**config.mk**
```make
export PLATFORM = sky130hd
export DESIGN_NAME = cam_requester
export DESIGN_NICKNAME = d
export VERILOG_FILES = /design/src/rtl/cam_pkg.sv /design/src/rtl/cam_req_stats.sv /design/src/rtl/cam_requester.sv
export SDC_FILE = /design/constraint.sdc
export NUM_CORES = 1
export LEC_CHECK = 0
export BUFFER_PORTS_ARGS = -buffer_cell sky130_fd_sc_hd__buf_2
export CAP_MARGIN = 40
export CORE_MARGIN = 3
export CORE_UTILIZATION = 45
export CTS_CLUSTER_SIZE = 14
export DETAILED_ROUTE_END_ITERATION = 10
export HOLD_SLACK_MARGIN = 0.08
export PLACE_DENSITY = 0.75
export SKIP_LAST_GASP = 1
export SLEW_MARGIN = 30
export SYNTH_ARGS = -nofsm -noshare
export SYNTH_HDL_FRONTEND = slang
export SYNTH_SLANG_ARGS = --single-unit
```
**constraint.sdc**
```tcl
create_clock -name clk_i -period 2.8 [get_ports clk_i]
set_clock_uncertainty 0.1 [all_clocks]
set_input_delay 0.56 -clock clk_i [delete_from_list [all_inputs] [get_ports clk_i]]
set_output_delay 0.56 -clock clk_i [all_outputs]
set_load 0.005 [all_outputs]
```
**src/rtl/cam_pkg.sv**
```systemverilog
// Shared types for the CAM requester: op codes, request/response records, FSM states.
package cam_pkg;

  localparam int CAM_DATA_W = 32;
  localparam int CAM_IDX_W  = 5;

  typedef enum logic [1:0] {
    OP_READ   = 2'd0,
    OP_WRITE  = 2'd1,
    OP_SEARCH = 2'd2,
    OP_RSVD   = 2'd3
  } cam_op_e;

  typedef struct packed {
    cam_op_e                 op;
    logic [CAM_IDX_W-1:0]    index;
    logic [CAM_DATA_W-1:0]   data;
  } cam_req_t;

  typedef struct packed {
    cam_op_e                 op;
    logic                    hit;
    logic [CAM_DATA_W-1:0]   data;
    logic [CAM_IDX_W-1:0]    index;
  } cam_rsp_t;

  typedef enum logic [1:0] {
    ST_IDLE  = 2'd0,
    ST_ISSUE = 2'd1,
    ST_WAIT  = 2'd2,
    ST_RESP  = 2'd3
  } cam_req_state_e;

endpackage

```
**src/rtl/cam_req_stats.sv**
```systemverilog
// Saturating hit/miss counters for completed READ/SEARCH responses; clear beats increment.
module cam_req_stats (
  input  logic        clk_i,
  input  logic        rst_i,
  input  logic        clr_i,
  input  logic        hit_inc_i,
  input  logic        miss_inc_i,
  output logic [15:0] hit_o,
  output logic [15:0] miss_o
);

  logic [15:0] r_hit;
  logic [15:0] r_miss;

  always_ff @(posedge clk_i or negedge rst_i) begin
    if (!rst_i) begin
      r_hit  <= 16'd0;
      r_miss <= 16'd0;
    end else if (clr_i) begin
      r_hit  <= 16'd0;
      r_miss <= 16'd0;
    end else begin
      if (hit_inc_i && (r_hit != 16'hFFFF))
        r_hit <= r_hit + 16'd1;
      if (miss_inc_i && (r_miss != 16'hFFFF))
        r_miss <= r_miss + 16'd1;
    end
  end

  assign hit_o  = r_hit;
  assign miss_o = r_miss;

endmodule

```
**src/rtl/cam_requester.sv**
```systemverilog
// One-command-at-a-time CAM initiator: issue, wait for result or timeout, respond.
// Optional hit/miss statistics enabled by CAM_REQ_STATS_EN.
module cam_requester
  import cam_pkg::*;
#(
  parameter int DATA_W  = 32,
  parameter int IDX_W   = 5,
  parameter int TIMEOUT = 4
) (
  input  logic              clk_i,
  input  logic              rst_i,
  input  logic              req_valid_i,
  output logic              req_ready_o,
  input  logic [1:0]        req_op_i,
  input  logic [IDX_W-1:0]  req_index_i,
  input  logic [DATA_W-1:0] req_data_i,
  output logic              rsp_valid_o,
  input  logic              rsp_ready_i,
  output logic [1:0]        rsp_op_o,
  output logic              rsp_hit_o,
  output logic [DATA_W-1:0] rsp_data_o,
  output logic [IDX_W-1:0]  rsp_index_o,
  output logic              read_enable_o,
  output logic [IDX_W-1:0]  read_index_o,
  output logic              write_enable_o,
  output logic [IDX_W-1:0]  write_index_o,
  output logic [DATA_W-1:0] write_data_o,
  output logic              search_enable_o,
  output logic [DATA_W-1:0] search_data_o,
  input  logic              read_valid_i,
  input  logic [DATA_W-1:0] read_value_i,
  input  logic              search_valid_i,
  input  logic [IDX_W-1:0]  search_index_i
`ifdef CAM_REQ_STATS_EN
  ,
  output logic [15:0]       stat_hit_o,
  output logic [15:0]       stat_miss_o,
  input  logic              stat_clr_i
`endif
);

  localparam logic [3:0] TO_LAST = 4'(TIMEOUT - 1);

  cam_req_state_e    r_state;
  cam_op_e           r_op;
  logic [3:0]        r_cnt;
  logic              r_req_ready;
  logic              r_rd_en;
  logic [IDX_W-1:0]  r_rd_idx;
  logic              r_wr_en;
  logic [IDX_W-1:0]  r_wr_idx;
  logic [DATA_W-1:0] r_wr_dat;
  logic              r_sr_en;
  logic [DATA_W-1:0] r_sr_dat;
  logic              r_rsp_valid;
  cam_op_e           r_rsp_op;
  logic              r_rsp_hit;
  logic [DATA_W-1:0] r_rsp_data;
  logic [IDX_W-1:0]  r_rsp_index;

  cam_op_e w_op;
  assign w_op = cam_op_e'(req_op_i);

  always_ff @(posedge clk_i or negedge rst_i) begin
    if (!rst_i) begin
      r_state     <= ST_IDLE;
      r_op        <= OP_READ;
      r_cnt       <= 4'd0;
      r_req_ready <= 1'b0;
      r_rd_en     <= 1'b0;
      r_rd_idx    <= '0;
      r_wr_en     <= 1'b0;
      r_wr_idx    <= '0;
      r_wr_dat    <= '0;
      r_sr_en     <= 1'b0;
      r_sr_dat    <= '0;
      r_rsp_valid <= 1'b0;
      r_rsp_op    <= OP_READ;
      r_rsp_hit   <= 1'b0;
      r_rsp_data  <= '0;
      r_rsp_index <= '0;
    end else begin
      // Enables are single-cycle pulses; only the accept branch raises one.
      r_rd_en <= 1'b0;
      r_wr_en <= 1'b0;
      r_sr_en <= 1'b0;
      case (r_state)
        ST_IDLE: begin
          r_req_ready <= 1'b1;
          if (req_valid_i && r_req_ready) begin
            r_req_ready <= 1'b0;
            r_op        <= w_op;
            case (w_op)
              OP_READ: begin
                r_rd_en  <= 1'b1;
                r_rd_idx <= req_index_i;
                r_state  <= ST_ISSUE;
              end
              OP_WRITE: begin
                r_wr_en  <= 1'b1;
                r_wr_idx <= req_index_i;
                r_wr_dat <= req_data_i;
                r_state  <= ST_ISSUE;
              end
              OP_SEARCH: begin
                r_sr_en  <= 1'b1;
                r_sr_dat <= req_data_i;
                r_state  <= ST_ISSUE;
              end
              default: begin
                r_state     <= ST_RESP;
                r_rsp_valid <= 1'b1;
                r_rsp_op    <= w_op;
                r_rsp_hit   <= 1'b0;
                r_rsp_data  <= '0;
                r_rsp_index <= '0;
              end
            endcase
          end
        end
        ST_ISSUE: begin
          r_cnt <= 4'd0;
          if (r_op == OP_WRITE) begin
            r_state     <= ST_RESP;
            r_rsp_valid <= 1'b1;
            r_rsp_op    <= r_op;
            r_rsp_hit   <= 1'b1;
            r_rsp_data  <= '0;
            r_rsp_index <= '0;
          end else begin
            r_state <= ST_WAIT;
          end
        end
        ST_WAIT: begin
          if ((r_op == OP_READ) && read_valid_i) begin
            r_state     <= ST_RESP;
            r_rsp_valid <= 1'b1;
            r_rsp_op    <= r_op;
            r_rsp_hit   <= 1'b1;
            r_rsp_data  <= read_value_i;
            r_rsp_index <= '0;
          end else if ((r_op == OP_SEARCH) && search_valid_i) begin
            r_state     <= ST_RESP;
            r_rsp_valid <= 1'b1;
            r_rsp_op    <= r_op;
            r_rsp_hit   <= 1'b1;
            r_rsp_data  <= '0;
            r_rsp_index <= search_index_i;
          end else if (r_cnt == TO_LAST) begin
            r_state     <= ST_RESP;
            r_rsp_valid <= 1'b1;
            r_rsp_op    <= r_op;
            r_rsp_hit   <= 1'b0;
            r_rsp_data  <= '0;
            r_rsp_index <= '0;
          end else begin
            r_cnt <= r_cnt + 4'd1;
          end
        end
        ST_RESP: begin
          if (rsp_ready_i) begin
            r_state     <= ST_IDLE;
            r_req_ready <= 1'b1;
            r_rsp_valid <= 1'b0;
            r_rsp_op    <= OP_READ;
            r_rsp_hit   <= 1'b0;
            r_rsp_data  <= '0;
            r_rsp_index <= '0;
          end
        end
        default: r_state <= ST_IDLE;
      endcase
    end
  end

  assign req_ready_o     = r_req_ready;
  assign rsp_valid_o     = r_rsp_valid;
  assign rsp_op_o        = r_rsp_op;
  assign rsp_hit_o       = r_rsp_hit;
  assign rsp_data_o      = r_rsp_data;
  assign rsp_index_o     = r_rsp_index;
  assign read_enable_o   = r_rd_en;
  assign read_index_o    = r_rd_idx;
  assign write_enable_o  = r_wr_en;
  assign write_index_o   = r_wr_idx;
  assign write_data_o    = r_wr_dat;
  assign search_enable_o = r_sr_en;
  assign search_data_o   = r_sr_dat;

`ifdef CAM_REQ_STATS_EN
  logic w_lookup_fire;
  assign w_lookup_fire = r_rsp_valid && rsp_ready_i &&
                         ((r_rsp_op == OP_READ) || (r_rsp_op == OP_SEARCH));

  cam_req_stats u_stats (
    .clk_i      (clk_i),
    .rst_i      (rst_i),
    .clr_i      (stat_clr_i),
    .hit_inc_i  (w_lookup_fire && r_rsp_hit),
    .miss_inc_i (w_lookup_fire && !r_rsp_hit),
    .hit_o      (stat_hit_o),
    .miss_o     (stat_miss_o)
  );
`endif

endmodule

```
# [Word-level counts from Yosys, hierarchy flattened]
# Cells that the tools add are included.
[word_totals] out_inout_bits=119 ff_bits=127 in_bits=82
[classes] n_reduce_logical=17 n_eq_ne=16 muxes=61 addsub=1
[ops] op="$mux W32" count=7
[ops] op="$pmux W32 S4" count=1
[ops] op="$mux W5" count=7
[ops] op="$mux W1" count=24
[ops] op="$mux W2" count=12
[ops] op="$pmux W5 S4" count=1
[ops] op="$pmux W2 S4" count=2
[ops] op="$ne A2 B2 Y1 const B" count=7
[ops] op="$mux W4" count=3
[ops] op="$reduce_and A3 Y1" count=4
[ops] op="$eq A2 B2 Y1 const B" count=4
[ops] op="$pmux W1 S4" count=2
[ops] op="$pmux W4 S2" count=1
[ops] op="$eq A2 B1 Y1 const B" count=3
[ops] op="$logic_not A2 Y1" count=3
[ops] op="$reduce_and A5 Y1" count=1
[ops] op="$add A4 B1 Y4 const B" count=1
[ops] op="$eq A4 B2 Y1 const B" count=1
[ops] op="$ne A4 B4 Y1 const B" count=1
[ops] op="$reduce_and A2 Y1" count=2
[ops] op="$reduce_and A4 Y1" count=1
[ops] op="$reduce_bool A2 Y1" count=2
[ops] op="$logic_and A1 B1 Y1" count=3
[ops] op="$reduce_or A3 Y1" count=1
[ops] op="$pmux W1 S2" count=1

# [Depth between registers and ports, before layout]
# Gate-level depths: netlist of run 1.
[logic_depth] depth_word=5 depth_mapped=7 mapped_depth_nobuf=6

# [Least setup slack after synthesis of run 1]
# No wires, ideal clock.
[synth_timing] path_type="register to register" start="reg r_state[0]" end="reg r_wr_dat[16], in the netlist write_data_o[16]" path_stages_with_launch=8 t_required_ps=2575 period_less_slack_ps=2051 t_arrival_ps=1826 setup_slack_ps=749 cell_sequence="dfrtp_1 -> inv_1 -> ha_1 -> nand3_2 -> nor3b_1 -> buf_2 -> buf_4 -> mux2_2"
[synth_between] elab_chain_len=2
[synth_rtl] element="from (decl)" line="cam_requester.sv:44" text="cam_req_state_e r_state;"
[synth_rtl] element="from (signal assigned)" line="cam_requester.sv:66" text="r_state <= ST_IDLE;"
[synth_rtl] element="from (signal assigned)" line="cam_requester.sv:97" text="r_state <= ST_ISSUE;"
[synth_rtl] element="from (signal assigned)" line="cam_requester.sv:103" text="r_state <= ST_ISSUE;"
[synth_rtl] element="$logic_not A2 Y1" line="cam_requester.sv:87" text="case (r_state)"
[synth_rtl] element="$reduce_and A3 Y1 (no source line)"
[synth_rtl] element="to (signal assigned)" line="cam_requester.sv:102" text="r_wr_dat <= req_data_i;"
[synth_rtl] element="to (decl)" line="cam_requester.sv:52" text="logic [DATA_W-1:0] r_wr_dat;"
# Every way passes these cells.
# A chain may end at the register's enable or synchronous reset.

# [Worst setup path after layout of run 1]
[layout_timing] start="reg r_state[0]" end="reg r_wr_dat[28], in the netlist write_data_o[28]"
# The elaborated chain is that of the path after synthesis.

==> impl_metrics.yaml, run 1 <==
synthesis:
  synth-edff-count: 0
  synth_common_cells: "dfrtp_1 (127), mux2_2 (72), nand2_1 (46)"
  synthCells: 396
  ys_top_cells_by_area: "dfrtp_1 (61%), mux2_2 (16%), mux2i_1 (7.5%)"
  syn_avg_cell_area_um2: 13.2
  synth_seq_cells: 127
  netlist-cell-type-count: 29
  synth_largest_area_cell: "dfrtp_1"
  synth_ff_type: "dfrtp_1"
  yosys_warnings: 0
  synth.most_common_cell: "dfrtp_1"
  synth_nets: 484
  seq_area_frac_synth: 0.610
  synth_async_sr_flop_share: 1.00
  synth_top_area_frac: 0.610
  syn_area_um2: 5210
final_layout:
  num-fill-cells: 870
  design_area_um2: 6990
  final_nets: 691
  instances_no_fill: 756
  post-route-util: 0.631
  synthToLayoutAreaGrowth_pct: 34.2
  layout-drive-gt1-share: 0.507
min_path:
  hp-class: "in -> async"
clocking:
  cts_sinks: 127
  cts.clk_slew.worst_paths_ns: 0.05
  cts_tree: "yes"
  hold_buffers: 0
  clockRootBuffer: "clkbuf_16"
  h-tree-depth: 4
  cts_buffers: 17
  cts_buffer_depth: 2
  post_cts_buffers: 0
  cts_resized: 0
  clk_latency_ns: 0.41
placed_design:
  preCtsSetupSlack_ns: 0.606
  numPlacedInstances: 724
  hpwl_um: 8350
  place_area_um2: 6400
  place.gp.congestion: 0.828
  io_buffers: 200
setup_path:
  startpoint: "r_state[0]"
  worstPathRequired_ns: 2.99
  endpoint_kind: "flop"
  criticalPathCategory: "reg -> reg"
  crit_fanout: 38
  cp.arrival_ns: 2.36
  worstPathCellList: "inv_1 > ha_1 > nand3_2 > nor3b_2 > buf_12 > mux2_2"
  worst-path-stages: 6
  r2r_cells: 6
  start_kind: "flop"
  cpPeakStageDelay_ns: 0.43
  cp_top_family: "simple AND/OR/NAND/NOR gates"
  slowest_stage: "dfrtp_1"
  reg2reg_from: "r_state[0]"
  rr_endpoint: "write_data_o[28]"
  rrSetupSlack_ns: 0.63
  setup.worst_path.end: "write_data_o[28]"
  worst-path-buf-inv: 2
detailed_routing:
  via_per_inst: 4.90
  vias: 3708
  wl_per_cell_um: 15.7
  drt_drc_violations_left: 0
  wl_um: 11800
  drt_pre_antenna_iters: 4
  antenna_left: 0
  drtIter0Drc: 88
global_route:
  grt_use_total: 0.190
  grt_max_degree: 128
  grtUsageMet3: 0.0727
  top_usage_layer: "met2"
  met1_usage: 0.224
  grt_overflow_total: 0
  met2_usage: 0.313
  grt_pass1_vias: 4012
  grt_antenna_before_repair: 2
  grt_pass1_wl_um: 19300
timing:
  worst_pin_slew_ns: 0.648
  fmax_mhz: 460
  finalHoldViolCount: 0
  hold_ws_ns: 0.157
  timing.final.crit_share: 0.776
  final-max-slew-violation-count: 0
  period_minus_slack_ns: 2.17
  setup-violations-final: 0
  slew_headroom: 0.568
  rsz0062_at_grt: "false"
  setup_tns_ns: 0
  worst_slack_ns: 0.627
die:
  pin_count: 201
  die_x_um: 114
  core_um2: 11100
  rows: 38
  initial_core_util: 0.471
  fp.dieH_um: 114
  dieArea_um2: 12900
pwr:
  ir_drop_mv: 0.756
  power.leakage_nw: 3.73
  cellPowerDensity_nw_per_um2: 1080
  power.total_mw: 7.54
run:
  cap_violations: 0
status:
  outcome: "completed"
[power breakdown]
part | switching [mW] | internal [mW] | leakage (nW)
clock network | 0.737 | 1.45 | 0.293
registers | 0.392 | 2.51 | 1.65
logic | 1.13 | 1.32 | 1.78
[worst reg2reg max path: cells and delay by family, from the launching register on]
kind	cells	cell delay (ns)
adders and majority gates	1	0.23
buffers and inverters	2	0.41
DFF	1	0.43
muxes	1	0.40
and+or+nand+nor	2	0.49
[flip-flops by register name (all words and copies together) (netlist names), 2 cells and up]
| signal | count |
|---|---|
| r_state | 2 |
| r_op | 2 |
| read_index_o | 5 |
| write_index_o | 5 |
| write_data_o | 32 |
| rsp_data_o | 32 |
| rsp_op_o | 2 |
| search_data_o | 32 |
| rsp_index_o | 5 |
| r_cnt | 4 |
[routing by layer]
metal,part of all wire,vias to the layer above
met2,0.47,164
met4,0.022,0
met5,0,-
met3,0.096,17
met1,0.41,1796
li1,-,1731
[worst min-delay path by stage]
stage	start	end	slack (ns)	depth (start not counted)
detailed placement	write_data_o[23]	write_data_o[23]	0.38	1
floorplan	rst_i	r_cnt[0]	0.16	0
CTS	rst_i	rsp_data_o[16]	0.19	2
global placement	write_data_o[24]	write_data_o[24]	0.37	1
finish	rst_i	rsp_data_o[19]	0.16	2
global route	rst_i	rsp_data_o[19]	0.22	2
[cell families (layout without fill, tap and decap cells)]
| kind of cell | after synthesis | in the layout | synth area share |
|---|---|---|---|
| other | 0 | 2 | 0 |
| AOI/OAI and AO/OA | 17 | 17 | 0.0218 |
| adders and majority gates | 6 | 6 | 0.0144 |
| buffers and inverters | 63 | 281 | 0.0497 |
| muxes | 119 | 119 | 0.248 |
| DFF | 127 | 127 | 0.610 |
| and+or+nand+nor | 64 | 64 | 0.0567 |
[cell type report]
class                      instances  area [µm²]  area share
tap                              140         175      0.0250
inverter                          45         169      0.0242
multi-input combinational        206        1800       0.258
antenna                            2        5.00    0.000716
timing repair buffer             206        1070       0.154
clock buffer                      23         478      0.0683
clock inverter                     7         110      0.0157
sequential                       127        3180       0.454
[cells in the final DEF, fill, tap and decap left out, drive strengths merged, types with 2 or more instances in the layout]
cell and n:
bufinv 3, mux2 80, nand2b 2, o31ai 2
nand3 5, inv 45, nand2 46, mux2i 39
diode 2, nor3 2, clkinv 4, nor2 3
buf 206, clkbuf 23, o211ai 2, ha 6
o21ai 9, dfrtp 127
No activity file was read; power rests on OpenSTA's default activity.
==> inputs of run 2 (changes only) <==
CORE_UTILIZATION = 44   (was 45)
PLACE_DENSITY = 0.76   (was 0.75)
clock period = 1.8 ns   (was 2.8 ns; I/O delays follow)
==> impl_metrics.yaml, run 2 (synthesis results as in run 1) <==
detailed_routing:
  via_per_inst: 4.92
  wl_per_cell_um: 18.4
  vias: 4171
  drt_drc_violations_left: 0
  drtIter0Drc: 228
  wl_um: 15600
  drt_pre_antenna_iters: 4
  antenna_left: 0
status:
  violations: "negative setup slack"
  outcome: "complete, but fails checks"
final_layout:
  antennaDiodeCount: 0
  final_cell_mix: "buf_2 (199), dfrtp_1 (127), dlygate4sd3_1 (49), nand2_1 (46)"
  final_nets: 779
  mostFrequentLayoutCell: "buf_2"
  synthToLayoutAreaGrowth_pct: 57.8
  layout-drive-gt1-share: 0.530
setup_path:
  crit_fanout: 5
  worstPathRequired_ns: 2.00
  start_kind: "flop"
  cpPeakStageDelay_ns: 0.40
  worstPathCellList: "inv_2 > ha_4 > nand3_4 > nor3b_4 > buf_6 > clkbuf_16 > mux2_4"
  endpoint_kind: "flop"
  slowest_stage: "dfrtp_1"
  cp.arrival_ns: 2.08
  criticalPathCategory: "reg -> reg"
  cp_top_family: "buffers and inverters"
  worst-path-buf-inv: 3
timing:
  rsz0062_at_grt: "true"
  slew_headroom: 0.794
  fmax_mhz: 533
  period_minus_slack_ns: 1.88
  worst_pin_slew_ns: 0.308
  finalHoldViolCount: 0
  hold_ws_ns: 0.0971
  setup_tns_ns: -2.22
  setup-violations-final: 46
  final-max-slew-violation-count: 0
  worst_slack_ns: -0.0772
  timing.final.crit_share: 1.04
global_route:
  grt_pass1_vias: 4617
  grt_overflow_total: 0
  grt_antenna_before_repair: 0
  grt_use_total: 0.222
  grt_max_degree: 55
  grt_pass1_wl_um: 22500
clocking:
  clk_latency_ns: 0.41
  cts.clk_slew.worst_paths_ns: 0.05
  clockRootBuffer: "clkbuf_16"
  cts_buffers: 17
  cts_buffer_depth: 2
  h-tree-depth: 4
  cts_tree: "yes"
  cts_sinks: 127
pwr:
  power.total_mw: 13.6
  cellPowerDensity_nw_per_um2: 1650
  ir_drop_mv: 1.10
  power.leakage_nw: 4.27
placed_design:
  io_buffers: 200
  hpwl_um: 9310
  place.gp.congestion: 0.806
die:
  core_um2: 11500
  dieArea_um2: 13200
  rows: 39
  die_x_um: 115
  pin_count: 201
  fp.dieH_um: 115
  initial_core_util: 0.453
run:
  cap_violations: 0
min_path:
  hp-class: "in -> reg"
==> run 2: worst paths after layout <==
check | endpoint | from | slack (ns) | cells after the start
worst max-delay path | write_data_o[4] | r_state[0] | -0.08 | 7
worst min-delay path | write_data_o[5] | req_data_i[5] | 0.1 | 2
worst max register to register | write_data_o[4] | r_state[0] | -0.08 | 7
worst min register to register | search_data_o[7] | search_data_o[7] | 0.40 | 1
max in group asynchronous | write_index_o[3] | rst_i | 0.76 | 3
min in group asynchronous | write_index_o[4] | rst_i | 0.28 | 2
==> run 2: layer usage <==
layer,GRT usage,vias to the layer above,share of wire
met5,0,-,0
met4,0.104,0,0.026
met3,0.0811,37,0.076
met2,0.378,197,0.52
met1,0.248,2026,0.38
li1,-,1911,-
==> run 2: repair_timing <==
item                                    CTS  global route
buffers inserted                          6             7
hold buffers                             49             0
cloned                                    3             9
pin swaps                                 0             4
endpoints found under the setup margin   53            85
hold endpoints to repair                188             0
gates resized for setup                   2            54
==> run 2: layout make-up <==
class	instances	area, µm²
Multi-Input combinational cell	206	2010
Timing Repair Buffer	294	2110
Clock buffer	24	502
Fill cell	774	3290
Tap cell	143	179
Clock inverter	8	80.1
Inverter	45	169
Sequential cell	127	3180
==> run 2: worst register-to-register path, stage by stage (launching register included) <==
cell and delay [ns]:
dfrtp_1 0.40, inv_2 0.11, ha_4 0.17, nand3_4 0.08, nor3b_4 0.25, buf_6 0.18
clkbuf_16 0.17, mux2_4 0.30
==> run 2: report_power, final <==
part	switching [mW]	leakage, nW	total [mW]	internal (mW)
Sequential	0.659	1.65	4.57	3.91
Combinational	2.31	2.35	5.70	3.39
Clock	1.21	0.278	3.29	2.08
==> run 2: metrics by stage <==
| stage | util | setup WS [ns] | area [µm²] | cells |
|---|---|---|---|---|
| floorplan | - | -0.00878 | 5260 | 396 |
| global placement | 0.571 | 0.0240 | 6580 | 741 |
| detailed placement | 0.571 | -0.0620 | 6580 | 741 |
| CTS | 0.676 | -0.0558 | 7790 | 831 |
| global route | 0.714 | -0.146 | 8230 | 847 |
| finish | 0.714 | -0.0772 | 8230 | 847 |
==> inputs of run 3 (changes only) <==
SKIP_LAST_GASP = default   (was 1)
==> impl_metrics.yaml, run 3 (synthesis results as in run 1) <==
status:
  outcome: "complete, but fails checks"
  violations: "negative setup slack"
min_path:
  hp-class: "in -> reg"
  holdCritStartpoint: "req_data_i[5]"
detailed_routing:
  drtIter0Drc: 213
  drt_drc_violations_left: 0
  wl_um: 15600
  vias: 4183
  antenna_left: 0
  via_per_inst: 4.94
  drt_pre_antenna_iters: 4
  wl_per_cell_um: 18.4
pwr:
  power_switching_mw: 4.20
  power_frac_clock: 0.242
  combPwrFrac: 0.423
  seqPwrFrac: 0.335
  ir_drop_mv: 1.10
  p_int_mw: 9.41
  power.leakage_nw: 4.28
  switching_share: 0.309
  cellPowerDensity_nw_per_um2: 1650
run:
  cap_violations: 0
final_layout:
  antennaDiodeCount: 0
  synthToLayoutAreaGrowth_pct: 58.0
  num-fill-cells: 773
  layout-drive-gt1-share: 0.534
  mostFrequentLayoutCell: "buf_2"
  final_nets: 779
  post-route-util: 0.715
  design_area_um2: 8240
  final_cell_mix: "buf_2 (199), dfrtp_1 (127), dlygate4sd3_1 (49), nand2_1 (46)"
timing:
  final-max-slew-violation-count: 0
  finalHoldViolCount: 0
  setup_tns_ns: -2.08
  worst_slack_ns: -0.0756
  setup-violations-final: 42
  timing.final.crit_share: 1.04
  fmax_mhz: 533
  slew_headroom: 0.796
  rsz0062_at_grt: "true"
  worst_pin_slew_ns: 0.306
  period_minus_slack_ns: 1.88
setup_path:
  reg2reg_from: "r_state[1]"
  crit_fanout: 5
  cp.arrival_ns: 2.09
  endpoint_kind: "flop"
  start_kind: "flop"
  worstPathRequired_ns: 2.01
  startpoint: "r_state[1]"
  criticalPathCategory: "reg -> reg"
placed_design:
  place_area_um2: 6580
  place.gp.congestion: 0.806
  io_buffers: 200
  hpwl_um: 9310
clocking:
  cts_sinks: 127
  clk_latency_ns: 0.41
  cts.clk_slew.worst_paths_ns: 0.05
  h-tree-depth: 4
  cts_tree: "yes"
  clockRootBuffer: "clkbuf_16"
  cts_buffer_depth: 2
  cts_buffers: 17
global_route:
  grt_overflow_total: 0
  grt_use_total: 0.222
  grt_antenna_before_repair: 0
  grt_pass1_vias: 4617
  grt_pass1_wl_um: 22500
  grt_max_degree: 55
die:
  rows: 39
  pin_count: 201
  die_x_um: 115
  initial_core_util: 0.453
  fp.dieH_um: 115
  core_um2: 11500
  dieArea_um2: 13200
## run 3: cell types whose count changed in the layout (fill, tap and decap cells not counted)
cell / delta
nor2_1: -1
nor2_2: +1
mux2_4: +2
mux2_1: -2
## run 3: worst max-delay path, stage by stage, from the launching register on
cell	delay, ns
dfrtp_1	0.41
buf_4	0.16
ha_1	0.23
o221ai_2	0.12
nand4_4	0.18
buf_12	0.19
clkbuf_16	0.16
mux2i_1	0.22
## run 3: what timing repair did
action	CTS	global route
endpoints found under the hold margin	188	0
pin swaps	0	4
buffers inserted	6	7
cloned	3	9
gates resized for setup	2	57
hold buffers	49	0
endpoints found under the setup margin	53	85
## run 3: worst paths after layout
path | slack, ns | cells past startpoint | to
min in group asynchronous | 0.28 | 2 | write_index_o[4]
max in group asynchronous | 0.75 | 3 | write_index_o[3]
setup reg to reg | -0.08 | 7 | rsp_data_o[30]
setup / recovery | -0.08 | 7 | rsp_data_o[30]
hold / removal | 0.1 | 2 | write_data_o[5]
hold reg to reg | 0.40 | 1 | search_data_o[7]
## run 3: final cells by class
type / instances / area [µm²] / area share
sequential: 127 / 3180 / 0.386
tap: 143 / 179 / 0.0217
inverter: 45 / 169 / 0.0205
clock buffer: 24 / 502 / 0.0609
multi-input combinational: 206 / 2020 / 0.245
timing repair buffer: 294 / 2110 / 0.256
clock inverter: 8 / 80.1 / 0.00972
## run 3: power by group through the flow
stage	combinational (mW)	sequential, mW	clock [mW]
5_1_grt	6.17	4.69	3.50
2_1_floorplan	2.23	4.56	0
3_3_place_gp	4.06	4.45	0
4_1_cts	4.82	4.51	3.36
6_report	5.76	4.57	3.29
3_5_place_dp	4.21	4.52	0
## run 3: per-layer routing
| layer | up-vias | wire length [µm] | GRT usage |
|---|---|---|---|
| li1 | 1911 | - | - |
| met1 | 2040 | 5960 | 0.248 |
| met2 | 195 | 8090 | 0.378 |
| met3 | 37 | 1160 | 0.0811 |
| met4 | 0 | 395 | 0.104 |
| met5 | - | 0 | 0 |
## run 3: per-stage QoR
step / hold WS [ns] / std cells / setup slack, ns / power [mW]
2_1_floorplan: -0.0356 / 396 / -0.00878 / 6.79
3_3_place_gp: 0.149 / 741 / 0.0240 / 8.51
3_5_place_dp: 0.154 / 741 / -0.0620 / 8.73
4_1_cts: 0.0804 / 831 / -0.0558 / 12.7
5_1_grt: 0.0801 / 847 / -0.146 / 14.4
6_report: 0.0972 / 847 / -0.0756 / 13.6
